`src/rtl/gshare_predictor.sv`:
```
// Pattern history table of saturating counters, indexed by PC (bimodal) or by PC XOR global
// history (gshare). Updates come back from the resolving stage and carry the index they predicted with.
module gshare_predictor #(
  parameter int unsigned CNT_W  = 2,
  parameter int unsigned IDX_W  = 6,
  parameter int unsigned HIST_W = 6,
  parameter int unsigned MODE   = 1,
  parameter int unsigned INIT   = (2 ** CNT_W) - 1,
  parameter int unsigned MISS_W = 16
) (
  input  logic              clk_i,
  input  logic              rst_i,
  input  logic [31:0]       pc_i,
  output logic              predict_o,
  output logic [IDX_W-1:0]  predict_idx_o,
  input  logic              update_i,
  input  logic [IDX_W-1:0]  update_idx_i,
  input  logic              update_pred_i,
  input  logic              result_i,
  output logic [HIST_W-1:0] ghr_o,
  output logic [MISS_W-1:0] miss_cnt_o
);

  localparam int unsigned      Depth   = 2 ** IDX_W;
  localparam logic [CNT_W-1:0] CntInit = CNT_W'(INIT);
  localparam logic [CNT_W-1:0] CntMax  = {CNT_W{1'b1}};

  logic [CNT_W-1:0]  pht_q [Depth];
  logic [CNT_W-1:0]  cnt_cur, cnt_d;
  logic [HIST_W-1:0] ghr_q, ghr_d;
  logic [MISS_W-1:0] miss_q, miss_d;
  logic [IDX_W-1:0]  base_idx, hist_idx;
  logic              unused_pc;

  // Word-aligned fetch: the two LSBs and the bits above the index never select an entry.
  assign base_idx  = pc_i[IDX_W+1:2];
  assign unused_pc = ^{pc_i[31:IDX_W+2], pc_i[1:0]};

  generate
    if (MODE == 1) begin : g_gshare
      assign hist_idx = IDX_W'(ghr_q);
    end else begin : g_bimodal
      assign hist_idx = '0;
    end
  endgenerate

  assign predict_idx_o = base_idx ^ hist_idx;
  assign predict_o     = pht_q[predict_idx_o][CNT_W-1];
  assign ghr_o         = ghr_q;
  assign miss_cnt_o    = miss_q;

  always_comb begin
    cnt_cur = pht_q[update_idx_i];
    cnt_d   = cnt_cur;
    if (result_i) begin
      if (cnt_cur != CntMax) cnt_d = cnt_cur + CNT_W'(1);
    end else begin
      if (cnt_cur != '0) cnt_d = cnt_cur - CNT_W'(1);
    end
  end

  generate
    if (HIST_W == 1) begin : g_hist_one
      assign ghr_d = result_i;
    end else begin : g_hist_shift
      assign ghr_d = {ghr_q[HIST_W-2:0], result_i};
    end
  endgenerate

  always_comb begin
    miss_d = miss_q;
    if ((update_pred_i != result_i) && (miss_q != {MISS_W{1'b1}})) begin
      miss_d = miss_q + MISS_W'(1);
    end
  end

  // History is trained at resolution, so it is identical in both modes.
  always_ff @(posedge clk_i or posedge rst_i) begin
    if (rst_i) begin
      for (int i = 0; i < int'(Depth); i++) begin
        pht_q[i] <= CntInit;
      end
      ghr_q  <= '0;
      miss_q <= '0;
    end else if (update_i) begin
      pht_q[update_idx_i] <= cnt_d;
      ghr_q               <= ghr_d;
      miss_q              <= miss_d;
    end
  end

endmodule

```
`config.mk`:
```
export PLATFORM = sky130hd
export DESIGN_NAME = gshare_predictor
export DESIGN_NICKNAME = d
export VERILOG_FILES = /design/src/rtl/gshare_predictor.sv
export SDC_FILE = /design/constraint.sdc
export NUM_CORES = 1
export LEC_CHECK = 0
export BUFFER_PORTS_ARGS = -buffer_cell sky130_fd_sc_hd__clkbuf_2
export CORE_AREA = 2 2 184 186
export CTS_CLUSTER_DIAMETER = 100
export DETAILED_ROUTE_END_ITERATION = 10
export DIE_AREA = 0 0 186 188
export GPL_TIMING_DRIVEN = 0
export PLACE_DENSITY = 0.41
export SYNTH_ARGS = -nofsm -noshare
export SYNTH_HDL_FRONTEND = slang
export SYNTH_SLANG_ARGS = --single-unit
export TNS_END_PERCENT = 50
```
`constraint.sdc`:
```
create_clock -name clk_i -period 10.7 [get_ports clk_i]
set_input_delay 2.14 -clock clk_i [delete_from_list [all_inputs] [get_ports clk_i]]
set_output_delay 2.14 -clock clk_i [all_outputs]
set_load 0.005 [all_outputs]
```
==> results of run 1 <==
==> routing by layer <==
layer,wire length [µm],GRT usage
met1,12000,0.212
met2,12400,0.246
met3,1070,0.0340
met4,858,0.0630
met5,0,0
==> Yosys cell counts (9+ instances only) <==
cell type                  instances
sky130_fd_sc_hd__mux2_2          144
sky130_fd_sc_hd__dfstp_2         128
sky130_fd_sc_hd__nand2_1          54
sky130_fd_sc_hd__nor2_1           46
sky130_fd_sc_hd__mux4_2           31
sky130_fd_sc_hd__dfrtp_1          22
sky130_fd_sc_hd__clkbuf_1         20
sky130_fd_sc_hd__mux2i_1          18
sky130_fd_sc_hd__a21oi_1          16
sky130_fd_sc_hd__nand3_1          16
sky130_fd_sc_hd__xor2_1           13
sky130_fd_sc_hd__buf_2            11
sky130_fd_sc_hd__nand3b_1         10
sky130_fd_sc_hd__xnor2_1           9
==> flip-flops by register name (all words and copies together), names as in the netlist <==
| register | count |
|---|---|
| pht_q | 128 |
| miss_cnt_o | 16 |
| ghr_o | 6 |
==> worst paths after layout <==
kind / end / depth (start not counted)
min reg2reg: miss_cnt_o[9] / 1
max: predict_o / 8
max reg2reg: pht_q[56] / 8
max in group asynchronous: pht_q[107] / 3
min in group asynchronous: pht_q[27] / 2
min: miss_cnt_o[9] / 1
==> cells by family after synthesis <==
family          after synthesis  share of synthesized area
compound gates               51                     0.0426
mux                         194                      0.310
buf+inv                      50                     0.0323
fa+ha+maj                     3                    0.00417
flops                       150                      0.483
xor+xnor                     22                     0.0238
simple gates                174                      0.104
==> power breakdown <==
part	total, µW	internal, µW	switching [µW]
logic	308	143	165
registers	739	682	57.7
clock network	614	363	251
total	1660	1190	474
==> through the flow <==
stage                util  hold slack [ps]  total power (µW)  setup slack (ps)
floorplan               -              477               925              4070
global placement    0.268              475              1050              2360
detailed placement  0.270              478              1060              3120
CTS                 0.288              490              1680              3120
global route        0.288              502              1740              3110
finish              0.288              484              1660              3100
==> area by class of cell <==
| cell class | count | share of cell area |
|---|---|---|
| Clock buffer | 22 | 0.0498 |
| Tap cell | 448 | 0.0588 |
| Timing Repair Buffer | 45 | 0.0267 |
| Buffer | 46 | 0.0259 |
| Clock inverter | 10 | 0.0129 |
| Inverter | 4 | 0.00236 |
| Multi-Input combinational cell | 444 | 0.413 |
| Sequential cell | 150 | 0.411 |
==> out/qor.log, run 1 <==
INFO  clock_network  numClockSinks=150
INFO  pwr            p_leak=0.00372µW
INFO  route          route.vias.total=5,547
INFO  die            placeableCoreArea=33,100µm²
INFO  route          antenna_left=0
INFO  global_routing grt.total_usage=0.158
INFO  min_path       hold_path_startpoint=miss_cnt_o[9]
INFO  die            floorplan.die_area=35,000µm²
INFO  synth          synthDistinctLibCells=53
INFO  sta            worst-slew-pin-transition=1430ps
INFO  die            die_w=186µm
INFO  place          place_congestion=0.802
INFO  setup_path     critical_path_arrival=5460ps
INFO  setup_path     crit_buf_inv=3
INFO  sta            achievable-frequency=0.132GHz
INFO  setup_path     cpLargestDelayFamily=multiplexers
INFO  layout         antenna_cells=0
INFO  global_routing antenna_violations_before_repair=0
INFO  synth          synth-edff-count=0
INFO  sta            skew=11.0ps
INFO  layout         fin_area=9530µm²
INFO  global_routing overflow=0
INFO  pwr            pd_cells=174nW/µm²
INFO  status         run_status=complete, no violations
INFO  sta            hold_viol_final=0
INFO  setup_path     crit_start=pc_i[3]
INFO  die            initial_utilization=0.245
INFO  route          total_iterations_of_the_first_detailed_routing_run=5
INFO  setup_path     crit_path_max_fanout=10
INFO  route          average_via_count_per_standard_cell=4.75
INFO  sta            unrepaired_setup_endpoints_after_global_routing=false
INFO  synth          postSynth.asyncResetShare=1.00
INFO  place          portBuffers=43
INFO  global_routing grt_pass1_vias=5,777
INFO  clock_network  hold_buffers=0
INFO  synth          synthesis.nets=688
INFO  sta            setup_tns=0ps
INFO  layout         finish.net_count=752
INFO  clock_network  clock-root-buffer=sky130_fd_sc_hd__clkbuf_16
INFO  route          drt-wirelength-per-cell=22.5µm
INFO  layout         layout.cells.most_common_list=144 x sky130_fd_sc_hd__mux2_2, 128 x sky130_fd_sc_hd__dfstp_2, 54 x sky130_fd_sc_hd__nand2_1
INFO  place          post-dp-hpwl=18.5mm
INFO  sta            final_setup_viols=0
INFO  route          dr.first_iter.drc_count=276
INFO  place          post-place-cells=1,137
INFO  setup_path     setup.worst_path.end_class=output port
INFO  sta            timing.final.crit_share=0.710
INFO  sta            fin_crit=7600ps
INFO  die            placementRows=67
INFO  synth          synth_top_flop_cell=sky130_fd_sc_hd__dfstp_2
INFO  clock_network  tritoncts.num_buffers=17
INFO  synth          avgSynthCellArea=12.6µm²
INFO  synth          synth.ff_latch_count=150
INFO  layout         filler_cell_count=3,444
INFO  clock_network  clock_insertion_delay_worst_skew=440ps
INFO  die            fp.dieH=188µm
INFO  place          post_placement_cell_area=8930µm²
INFO  layout         seqCellArea=3910µm²
INFO  synth          synth_top_cell_area_share=0.415
INFO  setup_path     worst_ep_required_time=8560ps
INFO  route          route.detailed.drc=0
INFO  route          drt-total-wl=26.3mm
INFO  min_path       hold_class=reg2reg
INFO  clock_network  ctsLongestPathBuffers=2
INFO  layout         layout_commonest_cell=sky130_fd_sc_hd__mux2_2
INFO  synth          syn_area=8100µm²
INFO  synth          synth-warning-count=0
INFO  setup_path     crit_slowest_cell=sky130_fd_sc_hd__xor2_1
INFO  clock_network  clk_pin_slew=60ps
INFO  clock_network  cts.repair.resized=0
INFO  setup_path     critical-path-max-stage-delay=1080ps
INFO  clock_network  post_cts_buffers=0
INFO  sta            timing.slew.headroom=0.0431
INFO  synth          synthTopCellsByArea=sky130_fd_sc_hd__dfstp_2 42%, sky130_fd_sc_hd__mux2_2 20%, sky130_fd_sc_hd__mux4_2 8.6%, sky130_fd_sc_hd__dfrtp_1 6.8%, sky130_fd_sc_hd__nand2_1 2.5%
INFO  setup_path     worstSetupStartpointType=input port
INFO  setup_path     regToRegSetupSlack=7160ps
INFO  clock_network  htreeDepth=4
INFO  global_routing grt_max_degree=96
INFO  die            design.portCount=72
INFO  setup_path     crit_type=in2out
INFO  setup_path     worstReg2RegStart=pht_q[32]
INFO  layout         flow.area_growth_from_synthesis=17.6%
INFO  synth          synth-seq-area-share=0.483
INFO  sta            report.final.slew_viol_count=0
INFO  clock_network  tritoncts=done
INFO  layout         final_layout_size_suffix_gt1_frac=0.566
INFO  layout         multi_input_combinational_cell_area=3940µm²
INFO  global_routing grt_first_pass_wirelength=39.4mm
INFO  layout         stdcell_count=1,169
INFO  pwr            ir_drop=0.0000855V
INFO  synth          synthDominantAreaCellType=sky130_fd_sc_hd__dfstp_2
INFO  synth          synth_cells=644
INFO  setup_path     worstPathCellList=clkbuf_2 > xor2_1 > clkbuf_1 > mux4_2 > mux4_2 > mux2i_1 > a21oi_1 > clkbuf_2
INFO  run            timing.max_cap.violations=0
(Power assumes the default switching activity.)
==> run 2: changes to the inputs <==
--- a/config.mk
+++ b/config.mk
@@ -5,11 +5,12 @@
 export SDC_FILE = /design/constraint.sdc
 export NUM_CORES = 1
 export LEC_CHECK = 0
+export ABC_AREA = 1
 export BUFFER_PORTS_ARGS = -buffer_cell sky130_fd_sc_hd__clkbuf_2
-export CORE_AREA = 2 2 184 186
+export CORE_AREA = 2 2 193 195
 export CTS_CLUSTER_DIAMETER = 100
 export DETAILED_ROUTE_END_ITERATION = 10
-export DIE_AREA = 0 0 186 188
+export DIE_AREA = 0 0 195 197
 export GPL_TIMING_DRIVEN = 0
 export PLACE_DENSITY = 0.41
 export SYNTH_ARGS = -nofsm -noshare
==> constraint.sdc (replaced) <==
create_clock -name clk_i -period 7.38 [get_ports clk_i]
set_input_delay 1.476 -clock clk_i [delete_from_list [all_inputs] [get_ports clk_i]]
set_output_delay 1.476 -clock clk_i [all_outputs]
set_load 0.005 [all_outputs]
==> run 2 against run 1 <==
Utilization fell by 0.17 points. Power grew 49%. Via count grew 55%. Non-clock buffer count rose by 4. Critical path depth rose by 1. Synthesized cell count is 110% higher. Sequential share of layout area shrank 3.3 points. Global-route usage rose by 2.8 points. Cell area is 8.8% higher. Highest routed layer unchanged. Clock-buffer cell count down 5.
==> out/qor.log, run 2 <==
INFO  layout         filler_cell_count=4,108
INFO  setup_path     worstSetupStartpointType=input port
INFO  clock_network  ctsLongestPathBuffers=2
INFO  sta            final_setup_viols=0
INFO  clock_network  numClockSinks=150
INFO  layout         layout_commonest_cell=sky130_fd_sc_hd__nand2_1
INFO  synth          post_synth_most_frequent_cells=674 x sky130_fd_sc_hd__nand2_1, 142 x sky130_fd_sc_hd__inv_1, 128 x sky130_fd_sc_hd__dfstp_2, 107 x sky130_fd_sc_hd__nand3_1, 87 x sky130_fd_sc_hd__nor2_1
INFO  global_routing grt_met3_use=0.0330
INFO  die            die_w=195µm
INFO  clock_network  tritoncts=done
INFO  setup_path     crit_type=in2out
INFO  route          route.detailed.drc=0
INFO  setup_path     worstReg2RegEnd=miss_cnt_o[14]
INFO  synth          synth-warning-count=0
INFO  clock_network  hold_buffers=0
INFO  layout         layout.cells.most_common_list=674 x sky130_fd_sc_hd__nand2_1, 141 x sky130_fd_sc_hd__inv_1, 128 x sky130_fd_sc_hd__dfstp_2
INFO  synth          synthDominantAreaCellType=sky130_fd_sc_hd__dfstp_2
INFO  place          post-place-cells=1,844
INFO  place          post-dp-hpwl=23.9mm
INFO  die            design.portCount=72
INFO  global_routing grt_pass1_vias=8,297
INFO  route          dr.first_iter.drc_count=637
INFO  min_path       hold_path_startpoint=pht_q[41]
INFO  setup_path     setup.worst_path.end_class=output port
INFO  global_routing gr_util_met2=0.292
INFO  status         run_status=complete, no violations
INFO  global_routing grt_first_pass_wirelength=52.4mm
INFO  synth          synthesis.nets=1,377
INFO  layout         antenna_cells=0
INFO  global_routing overflow=0
INFO  run            timing.max_cap.violations=0
INFO  die            placeableCoreArea=36,300µm²
INFO  layout         largest_register_ffs=128
INFO  layout         stdcell_count=1,876
INFO  setup_path     regToRegSetupSlack=5080ps
INFO  route          average_via_count_per_standard_cell=4.57
INFO  sta            timing.slew.headroom=0.114
INFO  global_routing grt_max_degree=96
INFO  min_path       timing.hold.worst_path_depth=2
INFO  synth          synth_top_flop_cell=sky130_fd_sc_hd__dfstp_2
INFO  sta            post-route-worst-setup-slack=1500ps
INFO  die            floorplan.die_area=38,400µm²
INFO  setup_path     crit_path_max_fanout=9
INFO  layout         largest_register=pht_q
INFO  setup_path     timing.critical_path.mode_cell=sky130_fd_sc_hd__nand3_1
INFO  clock_network  htreeDepth=4
INFO  layout         flow.area_growth_from_synthesis=15.6%
INFO  place          portBuffers=42
INFO  synth          synth_top_cell_area_share=0.375
INFO  place          preCtsSetupSlack=1510ps
INFO  sta            achievable-frequency=0.170GHz
INFO  place          place_congestion=0.868
INFO  layout         final_layout_size_suffix_gt1_frac=0.177
INFO  sta            hold_viol_final=0
INFO  min_path       hold_class=reg2reg
INFO  min_path       hold_end=pht_q[41]
INFO  sta            unrepaired_setup_endpoints_after_global_routing=false
INFO  route          total_iterations_of_the_first_detailed_routing_run=6
INFO  clock_network  cts.repair.resized=0
INFO  layout         finish.net_count=1,439
INFO  route          route.vias.total=8,577
INFO  clock_network  tritoncts.num_buffers=17
INFO  sta            timing.final.crit_share=0.796
INFO  setup_path     critical-path-max-stage-delay=1000ps
INFO  sta            fin_crit=5880ps
INFO  die            fp.dieH=197µm
INFO  synth          synth-seq-area-share=0.436
INFO  synth          synth.ff_latch_count=150
INFO  sta            skew=13.2ps
INFO  die            placementRows=70
INFO  layout         multi_input_combinational_cell_area=4190µm²
INFO  global_routing grt_use_met1=0.262
INFO  setup_path     worstReg2RegStart=miss_cnt_o[0]
INFO  synth          synth-edff-count=0
INFO  layout         layout.core_utilization=0.286
INFO  clock_network  clk_pin_slew=70ps
INFO  synth          synthDistinctLibCells=30
INFO  sta            worst-slew-pin-transition=1320ps
INFO  clock_network  clock_insertion_delay_worst_skew=450ps
INFO  layout         seqCellArea=3910µm²
INFO  global_routing grt-busiest-layer=met2
INFO  setup_path     crit_slowest_cell=sky130_fd_sc_hd__xnor2_1
INFO  pwr            pd_cells=239nW/µm²
INFO  clock_network  clock-root-buffer=sky130_fd_sc_hd__clkbuf_16
INFO  synth          syn_area=8970µm²
INFO  setup_path     critical_path_arrival=4400ps
INFO  clock_network  post_cts_buffers=0
INFO  route          drt-total-wl=34.5mm
INFO  route          drt-wirelength-per-cell=18.4µm
INFO  global_routing antenna_violations_before_repair=0
INFO  sta            setup_tns=0ps
INFO  synth          avgSynthCellArea=6.73µm²
INFO  die            initial_utilization=0.247
INFO  synth          post-synth-top-count-cell=sky130_fd_sc_hd__nand2_1
INFO  pwr            ir_drop=0.000176V
INFO  pwr            p_leak=0.00492µW
INFO  setup_path     worstRegToRegCells=9
INFO  synth          postSynth.asyncResetShare=1.00
INFO  setup_path     worst_ep_required_time=5900ps
INFO  synth          synth_cells=1,333
INFO  synth          synthTopCellsByArea=sky130_fd_sc_hd__dfstp_2 37%, sky130_fd_sc_hd__nand2_1 28%, sky130_fd_sc_hd__dfrtp_1 6.1%, sky130_fd_sc_hd__nand3_1 6.0%, sky130_fd_sc_hd__inv_1 5.9%
INFO  global_routing grt.total_usage=0.185
INFO  sta            report.final.slew_viol_count=0
INFO  setup_path     worstPathCellList=clkbuf_2 > xnor2_1 > clkinv_1 > o211ai_1 > nand3_1 > nand3_1 > nand3_1 > nand2_1 > clkbuf_2
INFO  route          antenna_left=0
run 2: how the worst max path moves through the flow:
stage               startpoint   endpoint  cells after the start
detailed placement     pc_i[4]  predict_o                      9
global route           pc_i[4]  predict_o                      9
floorplan                rst_i   ghr_o[0]                      1
finish                 pc_i[4]  predict_o                      9
CTS                    pc_i[4]  predict_o                      9
global placement         rst_i   ghr_o[5]                      2
run 2: worst max-delay path: cells and delay by family:
| family | cells | cell delay [ps] |
|---|---|---|
| buffers and inverters | 3 | 1110 |
| xor gates and xnor gates | 1 | 1000 |
| and+or+nand+nor | 4 | 470 |
| AOI/OAI and AO/OA | 1 | 340 |
run 2: cell families (layout without fill, tap and decap cells):
group / count (synthesis) / in the layout / share of synthesized area
compound gates: 62 / 62 / 0.0455
xor+xnor: 20 / 20 / 0.0195
fa+ha+maj: 1 / 1 / 0.00139
buf+inv: 197 / 272 / 0.0965
flops: 150 / 150 / 0.436
simple gates: 903 / 903 / 0.401
run 2: final cells by class:
| cell class | count | area share |
|---|---|---|
| plain buffers | 52 | 0.0310 |
| multi-input cells | 986 | 0.404 |
| well taps | 468 | 0.0564 |
| repair buffers | 43 | 0.0229 |
| flip-flops and latches | 150 | 0.377 |
| clock buffers | 17 | 0.0410 |
| inverters | 145 | 0.0532 |
| clock inverters | 15 | 0.0140 |
run 2: power by group:
group | switching (µW) | total, µW | internal, µW
Clock | 409 | 881 | 471
Combinational | 370 | 544 | 175
Sequential | 83.4 | 1060 | 975
Total | 863 | 2480 | 1620
run 2: routing by layer:
metal	wire, µm	share of wire	vias up
met3	1470	0.043	36
met2	15700	0.45	194
li1	-	-	4225
met5	0	0	-
met4	581	0.017	0
met1	16800	0.49	4122
run 2: per-stage QoR:
stage	total power, µW	hold WS (ps)	instance area (µm²)
floorplan	1380	447	8970
global placement	1610	453	9770
detailed placement	1610	456	9800
CTS	2510	469	10400
global route	2620	480	10400
finish	2480	467	10400
==> run 3: changes to the inputs <==
--- a/config.mk
+++ b/config.mk
@@ -12,7 +12,7 @@
 export DETAILED_ROUTE_END_ITERATION = 10
 export DIE_AREA = 0 0 195 197
 export GPL_TIMING_DRIVEN = 0
-export PLACE_DENSITY = 0.41
+export PLACE_DENSITY = 0.42
 export SYNTH_ARGS = -nofsm -noshare
 export SYNTH_HDL_FRONTEND = slang
 export SYNTH_SLANG_ARGS = --single-unit
==> constraint.sdc (replaced) <==
create_clock -name clk_i -period 5.17 [get_ports clk_i]
set_input_delay 1.034 -clock clk_i [delete_from_list [all_inputs] [get_ports clk_i]]
set_output_delay 1.034 -clock clk_i [all_outputs]
set_load 0.005 [all_outputs]
==> run 3 against run 2 <==
Hold slack lost 3.4 ps. Largest cell class unchanged. Clock skew decreased by 2.4 ps. Utilization up 0.19 points. Highest routed layer unchanged. Worst setup slack got worse by 1400 ps. Cell area up 0.68%. Critical endpoint unchanged. Clock power up 58%.
==> out/qor.log, run 3 (synthesized netlist as in run 2, its figures left out) <==
INFO  status         run_status=complete, no violations
INFO  place          place_congestion=0.874
INFO  sta            timing.slew.headroom=0.0931
INFO  global_routing grt_pass1_vias=8,399
INFO  clock_network  cts.repair.resized=0
INFO  setup_path     critical_path_arrival=3990ps
INFO  route          route.vias.total=8,542
INFO  route          dr.first_iter.drc_count=574
INFO  route          route.detailed.drc=0
INFO  die            placementRows=70
INFO  clock_network  clock_insertion_delay_worst_skew=450ps
INFO  die            floorplan.die_area=38,400µm²
INFO  sta            skew=10.7ps
INFO  place          post-dp-hpwl=23.6mm
INFO  place          post_placement_cell_area=9800µm²
INFO  place          portBuffers=42
INFO  layout         multi_input_combinational_cell_area=4190µm²
INFO  layout         layout.core_utilization=0.288
INFO  setup_path     worstReg2RegEnd=miss_cnt_o[14]
INFO  setup_path     worstSetupStartpointType=input port
INFO  die            placeableCoreArea=36,300µm²
INFO  run            timing.max_cap.violations=0
INFO  layout         layout.cells.most_common_list=674 x sky130_fd_sc_hd__nand2_1, 141 x sky130_fd_sc_hd__inv_1, 128 x sky130_fd_sc_hd__dfstp_2
INFO  clock_network  clk_pin_slew=70ps
INFO  layout         seqCellArea=3910µm²
INFO  layout         layout_commonest_cell=sky130_fd_sc_hd__nand2_1
INFO  global_routing antenna_violations_before_repair=1
INFO  sta            fin_crit=5030ps
INFO  route          total_iterations_of_the_first_detailed_routing_run=7
INFO  clock_network  tritoncts=done
INFO  layout         largest_register_ffs=128
INFO  route          drt-total-wl=34.5mm
INFO  sta            unrepaired_setup_endpoints_after_global_routing=false
INFO  sta            achievable-frequency=0.199GHz
INFO  clock_network  post_cts_buffers=0
INFO  route          antenna_left=0
INFO  global_routing grt_max_degree=102
INFO  global_routing grt.total_usage=0.186
INFO  setup_path     worst_ep_required_time=4140ps
INFO  clock_network  hold_buffers=0
INFO  route          drt-wirelength-per-cell=18.4µm
INFO  sta            hold_viol_final=0
INFO  min_path       hold_path_startpoint=pht_q[78]
INFO  min_path       hold_class=reg2reg
INFO  setup_path     crit_path_max_fanout=9
INFO  layout         antenna_cells=0
INFO  clock_network  numClockSinks=150
INFO  setup_path     worstReg2RegStart=miss_cnt_o[0]
INFO  layout         flow.area_growth_from_synthesis=16.4%
INFO  die            design.portCount=72
INFO  global_routing overflow=0
INFO  min_path       timing.hold.worst_path_depth=2
INFO  die            die_w=195µm
INFO  sta            timing.final.crit_share=0.972
INFO  route          average_via_count_per_standard_cell=4.56
INFO  setup_path     crit_type=in2out
INFO  layout         final_layout_size_suffix_gt1_frac=0.176
INFO  setup_path     setup.worst_path.end_class=output port
INFO  sta            worst-slew-pin-transition=1350ps
INFO  layout         finish.net_count=1,439
INFO  layout         largest_register=pht_q
INFO  sta            final_setup_viols=0
INFO  clock_network  ctsLongestPathBuffers=2
INFO  pwr            ir_drop=0.000214V
INFO  die            fp.dieH=197µm
INFO  pwr            pd_cells=352nW/µm²
INFO  pwr            p_leak=0.00494µW
INFO  global_routing grt_first_pass_wirelength=53.0mm
INFO  setup_path     worstRegToRegCells=9
INFO  sta            report.final.slew_viol_count=0
INFO  layout         fin_area=10,400µm²
INFO  die            initial_utilization=0.247
INFO  layout         filler_cell_count=4,054
INFO  pwr            total_power=3680µW
INFO  setup_path     regToRegSetupSlack=2920ps
INFO  clock_network  tritoncts.num_buffers=17
INFO  clock_network  clock-root-buffer=sky130_fd_sc_hd__clkbuf_16
INFO  min_path       hold_end=pht_q[78]
INFO  clock_network  htreeDepth=4
run 3: final cells by class:
cell class              instances  area share
repair buffers                 43      0.0228
plain buffers                  52      0.0308
multi-input cells             986       0.401
well taps                     468      0.0561
clock inverters                11      0.0165
flip-flops and latches        150       0.375
inverters                     145      0.0528
clock buffers                  20      0.0448
run 3: worst max-delay path, stage by stage:
cell                       delay (ps)
sky130_fd_sc_hd__clkbuf_2          90
sky130_fd_sc_hd__xnor2_1         1020
sky130_fd_sc_hd__clkinv_1         900
sky130_fd_sc_hd__nand3_1          320
sky130_fd_sc_hd__nand3_1          130
sky130_fd_sc_hd__nand3_1          160
sky130_fd_sc_hd__nand3_1           90
sky130_fd_sc_hd__nand2_1          120
sky130_fd_sc_hd__clkbuf_2         120
run 3: where the power goes:
part / internal, µW / switching, µW
registers: 1390 / 115
clock network: 848 / 545
logic: 249 / 532
run 3: worst max-delay path by stage:
stage | from | endpoint | slack (ps) | cells after the start
2_1_floorplan | rst_i | ghr_o[0] | 310 | 1
3_5_place_dp | pc_i[4] | predict_o | 170 | 9
4_1_cts | pc_i[4] | predict_o | 180 | 9
6_report | pc_i[4] | predict_o | 140 | 9
3_3_place_gp | rst_i | miss_cnt_o[6] | -2190 | 2
5_1_grt | pc_i[4] | predict_o | 100 | 9
run 3: stage by stage:
stage | hold WS [ps] | setup slack (ps) | std cells | setup TNS [ps]
2_1_floorplan | 447 | 311 | 1333 | 0
3_3_place_gp | 453 | -2190 | 1843 | -100580
3_5_place_dp | 455 | 173 | 1844 | 0
4_1_cts | 467 | 178 | 1875 | 0
5_1_grt | 475 | 103 | 1875 | 0
6_report | 463 | 142 | 1875 | 0
run 3: metal layers:
metal	GRT usage	share of wire	vias up
li1	-	-	4208
met1	0.260	0.48	4043
met2	0.287	0.44	241
met3	0.0359	0.054	50
met4	0.0599	0.025	0
met5	0	0	-
